File: src/rtl/skid_buf_pkg.sv
// Shared types and defaults for the skid_buf register slice.
package skid_buf_pkg;

    // Occupancy of the slice: main register M and skid register S.
    typedef enum logic [1:0] {
        EMPTY = 2'd0,   // M empty, S empty
        BUSY  = 2'd1,   // M full,  S empty
        FULL  = 2'd2    // M full,  S full
    } skid_state_e;

    localparam int SKID_DW_DEF = 32;
    localparam int SKID_CW_DEF = 16;

    // Downstream sees a beat whenever M holds one.
    function automatic logic state_has_data(input skid_state_e s);
        return (s != EMPTY);
    endfunction

    // Upstream may push unless both registers are occupied.
    function automatic logic state_can_accept(input skid_state_e s);
        return (s != FULL);
    endfunction

endpackage

File: src/rtl/skid_buf_dffen.sv
// Load-enabled data register without reset, used for the slice payload.
module dffen
    import skid_buf_pkg::*;
#(
    parameter int W = SKID_DW_DEF
) (
    input  logic         clk,
    input  logic         en,
    input  logic [W-1:0] d,
    output logic [W-1:0] q
);

    // Capture d only on enabled edges; payload needs no reset.
    always_ff @(posedge clk) begin
        if (en) begin
            q <= d;
        end
    end

endmodule

File: src/rtl/skid_buf.sv
// Two-entry valid/ready register slice (skid buffer).
// in_ready and out_valid come straight from flops, out_data straight from M.
// Optional: define SKID_BUF_STALL_CNT_EN to add the saturating stall_cnt port.
module skid_buf
    import skid_buf_pkg::*;
#(
    parameter int DW = SKID_DW_DEF,
    parameter int CW = SKID_CW_DEF
) (
    input  logic          clk,
    input  logic          rst_n,
    input  logic          flush,
    input  logic          in_valid,
    output logic          in_ready,
    input  logic [DW-1:0] in_data,
    output logic          out_valid,
    input  logic          out_ready,
    output logic [DW-1:0] out_data
`ifdef SKID_BUF_STALL_CNT_EN
    ,
    output logic [CW-1:0] stall_cnt
`endif
);

    generate
        if (DW < 1 || CW < 1) begin : g_bad_param
            $error("skid_buf: DW and CW must be at least 1");
        end
    endgenerate

    skid_state_e   state_q, state_d;
    logic          in_ready_q, out_valid_q;
    logic          in_fire, out_fire;
    logic          m_en, s_en;
    logic [DW-1:0] m_d, s_q;

    assign in_fire  = in_valid & in_ready_q;
    assign out_fire = out_valid_q & out_ready;

    // Next state and register load enables; flush discards any fire this cycle.
    always_comb begin
        state_d = state_q;
        m_en    = 1'b0;
        s_en    = 1'b0;
        if (flush) begin
            state_d = EMPTY;
        end else begin
            unique case (state_q)
                EMPTY: begin
                    if (in_fire) begin
                        m_en    = 1'b1;
                        state_d = BUSY;
                    end
                end
                BUSY: begin
                    if (in_fire && out_fire) begin
                        m_en = 1'b1;
                    end else if (in_fire) begin
                        s_en    = 1'b1;
                        state_d = FULL;
                    end else if (out_fire) begin
                        state_d = EMPTY;
                    end
                end
                FULL: begin
                    if (out_fire) begin
                        m_en    = 1'b1;
                        state_d = BUSY;
                    end
                end
                default: state_d = EMPTY;
            endcase
        end
    end

    // M refills from S when draining FULL, otherwise straight from upstream.
    assign m_d = (state_q == FULL) ? s_q : in_data;

    // State and registered handshake flags; in_ready stays low until the first edge.
    always_ff @(posedge clk or negedge rst_n) begin
        if (!rst_n) begin
            state_q     <= EMPTY;
            out_valid_q <= 1'b0;
            in_ready_q  <= 1'b0;
        end else begin
            state_q     <= state_d;
            out_valid_q <= state_has_data(state_d);
            in_ready_q  <= state_can_accept(state_d);
        end
    end

    dffen #(.W(DW)) u_main (
        .clk (clk),
        .en  (m_en),
        .d   (m_d),
        .q   (out_data)
    );

    dffen #(.W(DW)) u_skid (
        .clk (clk),
        .en  (s_en),
        .d   (in_data),
        .q   (s_q)
    );

    assign in_ready  = in_ready_q;
    assign out_valid = out_valid_q;

`ifdef SKID_BUF_STALL_CNT_EN
    logic [CW-1:0] stall_cnt_q;

    function automatic logic [CW-1:0] sat_inc(input logic [CW-1:0] v);
        return (v == {CW{1'b1}}) ? v : v + {{(CW-1){1'b0}}, 1'b1};
    endfunction

    // Count cycles where upstream offers a beat we cannot take; survives flush.
    always_ff @(posedge clk or negedge rst_n) begin
        if (!rst_n) begin
            stall_cnt_q <= '0;
        end else if (in_valid && !in_ready_q) begin
            stall_cnt_q <= sat_inc(stall_cnt_q);
        end
    end

    assign stall_cnt = stall_cnt_q;
`endif

endmodule

File: config.mk
export PLATFORM = sky130hd
export DESIGN_NAME = skid_buf
export DESIGN_NICKNAME = d
export VERILOG_FILES = /design/src/rtl/skid_buf_pkg.sv /design/src/rtl/skid_buf_dffen.sv /design/src/rtl/skid_buf.sv
export SDC_FILE = /design/constraint.sdc
export NUM_CORES = 1
export LEC_CHECK = 0
export CORE_ASPECT_RATIO = 1.4
export CORE_MARGIN = 2
export CORE_UTILIZATION = 43
export DETAILED_ROUTE_END_ITERATION = 8
export HOLD_SLACK_MARGIN = 0.1
export PLACE_DENSITY = 0.76
export SYNTH_ARGS = -nofsm -noshare
export SYNTH_HDL_FRONTEND = slang
export SYNTH_HIERARCHICAL = 1
export SYNTH_SLANG_ARGS = --single-unit
File: constraint.sdc
create_clock -name clk -period 3 [get_ports clk]
set_clock_uncertainty 0.15 [all_clocks]
set_input_delay 0.75 -clock clk [delete_from_list [all_inputs] [get_ports clk]]
set_output_delay 0.75 -clock clk [all_outputs]
set_load 0.02 [all_outputs]
* Word level (Yosys, flattened, before mapping)
Cells that the tools add are included.
** Operators by class
- Equality and inequality tests :: 3
- Muxes and demuxes :: 16
- Bitwise gates (word level) :: 2
- Reduce and logical (&&, ||, !) cells :: 3
** Operators by type and width (number)
- 32-bit 2-to-1 mux :: 1
- 2-bit 2-to-1 mux :: 6
- 1-bit 2-to-1 mux :: 7
- 2-bit case mux with 3 select lines :: 1
- 1-bit case mux with 3 select lines :: 1
- 1-bit AND :: 2
- 2-bit by 1-bit equality test with 1-bit output, second input constant :: 1
- 2-bit equality test, second input constant :: 1
- 2-bit zero test :: 1
- 2-bit inequality test, second input constant :: 1
- 2-bit nonzero test :: 1
- 1-bit logical AND :: 1
** Word-level totals
- Bits in registers :: 68
- Input bits :: 37
- Output and inout bits :: 34

* Logic depth before layout (Yosys ltp)
- Depth in word-level cells :: 7
- Mapped depth :: 6
- Depth with buffers taken out :: 3

* Hierarchy
The synthesis kept the hierarchy.
** Modules (own cells, without submodules)
- dffen :: instances 2, cells each 32, area each 960.9 µm², seq. area each 960.9 µm²
- skid_buf :: instances 1, cells each 127, area each 635.6 µm², seq. area each 100.1 µm²

* Least setup slack after synthesis
Ideal clock, no wire load.
- Kind :: input to register
- Start point :: in in_valid
- End point :: reg u_main.q[0] (enable)
- Arrival :: 2667 ps
- Setup slack :: -249 ps
- Cell stages on the path :: 3
- Path buffers :: 0
- Cells stage by stage :: and3b_2 -> nand3_1 -> a21oi_1
** On the way
- Cells in the longest elaborated chain, start to end :: 5
- Elaborated cells on any way between the ends :: 6
- Classes of those cells :: mux: 4; bitwise: 1; reduce/logical: 1
** Ends and longest elaborated chain
- from (decl) :: RTL line skid_buf.sv:13 : input logic in_valid,
- 1-bit AND (*) :: RTL line skid_buf.sv:37 : assign in_fire = in_valid & in_ready_q;
- 1-bit logical AND :: RTL line skid_buf.sv:56 : if (in_fire && out_fire) begin
- 1-bit 2-to-1 mux :: RTL line skid_buf.sv:56
- 1-bit case mux with 3 select lines (*) :: RTL line skid_buf.sv:48 : unique case (state_q)
- 1-bit 2-to-1 mux (*) :: RTL line skid_buf.sv:45 : if (flush) begin
- via m_en :: RTL line skid_buf.sv:34 : logic m_en, s_en;
- to (signal assigned) :: RTL line skid_buf_dffen.sv:16 : q <= d;
- to (decl) :: RTL line skid_buf_dffen.sv:10 : output logic [W-1:0] q
The timed path passes the listed nets; every way through them passes the cells marked *.
A chain may end at the register's enable or synchronous reset.

* Worst setup path after layout
- Start point :: reg out_valid_q, in the netlist out_valid
- End point :: out out_valid
** RTL lines
- from (decl) :: RTL line skid_buf.sv:32 : logic in_ready_q, out_valid_q;
- from (signal assigned) :: RTL line skid_buf.sv:87 : out_valid_q <= state_has_data(state_d);
- to (decl) :: RTL line skid_buf.sv:16 : output logic out_valid,
No word-level cell between the ends.

==> flow_summary.toml <==
[outcome]
status = "finished, final reports clean"

[logic_synthesis]
synthFlopType = "edfxtp_1"
synth_edf_count = 64
syn_avg_cell_area_um2 = 13.39
synth-seq-cells = 68
ys_top_cells_by_area = "edfxtp_1 75%, nand2_1 14%, dfrtp_1 3.9%, buf_2 1.4%, a221oi_1 0.68%"
synth_top_area_share_pct = 75.15
syn_nets = 228
synth_cell_type_count = 21
seq_area_frac_synth_pct = 79.06
ys.warnings.count = 6
synthArstFlopShare_pct = 5.882
synthTopCellsByCount = "97 x nand2_1, 64 x edfxtp_1, 7 x buf_2"
yosysMostFrequentCell = "nand2_1"
synth_area_um2 = 2557
syn-instance-count = 191
yosysTopAreaCell = "edfxtp_1"

[clocking]
path_clk_slew_ps = 60
cts_setup_buffers = 0
cts-resized-gates = 0
root_buffer = "clkbuf_8"
cts_made_buffers = 9
clock_sinks = 68
hold_buffers = 0
htree_levels = 3
clock_path_buffers = 2
worstSkewPairLatency_ps = 320
cts_tree = "done"

[critical_path]
crit_arrival_ps = 1410
cp_num_buf_inv = 1
critPathCaptureType = "output pin"
crit_family = "buffers and inverters"
worstPathCellList = "clkdlybuf4s50_1"
cp.required_ps = 2100
cpPeakStageDelay_ps = 640
rr_startpoint = "state_q[0]"
crit_type = "register to output pin"
cp_slowest_cell = "clkdlybuf4s50_1"
crit_fanout = 6
critPathLaunch = "out_valid"
cp-start-kind = "register"

[detailed_routing]
vias = 1675
wl_um = 4953
wl_per_cell_um = 14.52
drcViolationCount = 0
drt_iter0_markers = 119
first_pass_iters = 4
vias_per_cell = 4.912
ant_nets = 0

[sta]
fin_ws_ps = 688.9
tightest_slew_ps = 662.6
hold_viol = 0
slew_violations = 0
fmax_mhz = 432.7
fin_setup_tns_ps = 0
min_period_over_period_pct = 77.04
setup_viol = 0
maxSlewHeadroom_pct = 55.83
hold_slack_ps = 358.0
rsz0062_at_grt = "false"
fin_crit_ps = 2311

[final_layout]
final_util_pct = 60.84
num-nets-final = 304
area_growth_pct = 38.50
drive_gt1_share_pct = 7.380
antennaDiodeCount = 0

[floorplan]
fp.dieH_um = 95.25
coreArea_um2 = 5822
dieWidth_um = 69.18
die_area_um2 = 6589
start_util_pct = 43.93
rows = 33
ioPinCount = 71

[hold_path]
min-delay-start = "u_skid/q[12]"
hp-class = "register to register"

[global_routing]
grt_pass1_wl_um = 7879
grt_max_degree = 33
antenna_found_initial = 0
grt_pass1_vias = 1687
grt_usage_pct = 16.02
overflow = 0

[placement]
io_buffers = 70
dp_worst_setup_slack_ps = 478.9
gp_congestion = 0.7654
dp_hpwl_um = 3399

[job]
cap_violations = 0

[pwr]
power.density_nw_per_um2 = 584.7
p_leak_nw = 1.333
ir_worst_vdd_mv = 0.3231
[cells by family after synthesis]
family                 Yosys count  synth area share, %
flip-flops                      68                79.06
buffers and inverters            9                2.104
AND/OR/NAND/NOR                107                16.78
AO/OA/AOI/OAI                    7                2.055
[sequential cells by signal, indices dropped and copies added (netlist names)]
signal,flops
out_valid,1
u_skid/q,32
state_q,2
in_ready,1
u_main/q,32
[area by class of cell]
cell class                 count  area [um2]
fill                         478        2280
sequential                    68        2022
timing repair buffer          74       755.7
multi-input combinational    114       503.0
clock buffer                  12       135.1
tap                           70       87.58
clock inverter                 3       38.79
[per-layer routing]
metal | vias to the layer above | share of wire (%) | wire length, um | track usage (%)
li1 | 810 | - | - | -
met1 | 802 | 40 | 1986 | 17.58
met3 | 9 | 4.5 | 223 | 5.074
met5 | - | 0 | 0 | 0
met4 | 0 | 2.5 | 124 | 9.967
met2 | 54 | 53 | 2619 | 27.16
[final timing paths]
| kind | slack (ps) | end | cells past startpoint |
|---|---|---|---|
| worst max-delay path | 690 | out_valid | 1 |
| worst min-delay path | 360 | u_main/q[12] | 2 |
| worst max register to register | 1070 | in_ready | 3 |
| worst min register to register | 360 | u_main/q[12] | 2 |
| max in group asynchronous | 2060 | out_valid | 1 |
| min in group asynchronous | 470 | in_ready | 1 |
[worst min-delay path: stages, from the launching register on]
cell	delay (ps)
edfxtp_1	320
nand2_1	40
nand2_1	50
[power breakdown]
part,total [mW],switching [mW],leakage (nW),internal [mW]
Sequential,1.13,0.0217,0.636,1.10
Clock,0.672,0.296,0.0879,0.376
Combinational,0.273,0.142,0.610,0.131
[layout by cell type, fill, tap and decap left out]
master / netlist / routed
nor2_4: 0 / 1
a221oi_1: 2 / 2
a211oi_1: 1 / 1
nand2_2: 1 / 1
and3_1: 1 / 1
o21ai_0: 1 / 1
and3b_2: 1 / 1
a221o_1: 1 / 1
nand3_1: 2 / 2
buf_12: 0 / 2
nand2_1: 97 / 97
nor4bb_1: 1 / 1
dfrtp_1: 4 / 4
nand2b_1: 1 / 1
clkbuf_8: 0 / 9
clkinv_2: 0 / 1
o21bai_1: 1 / 1
nand4_1: 1 / 1
nor2b_2: 0 / 1
bufinv_16: 0 / 1
edfxtp_1: 64 / 64
a21oi_4: 0 / 1
buf_4: 1 / 2
clkdlybuf4s50_1: 0 / 70
clkbuf_1: 0 / 3
clkinv_1: 0 / 1
[through the flow]
stage / std cells / area, um2 / power, mW
2_1_floorplan: 191 / 2561 / 1.272
3_3_place_gp: 326 / 3368 / 1.410
3_5_place_dp: 326 / 3368 / 1.422
4_1_cts: 341 / 3542 / 2.097
5_1_grt: 341 / 3542 / 2.155
6_report: 341 / 3542 / 2.071
Note: power is estimated with default switching activity, not from simulation.
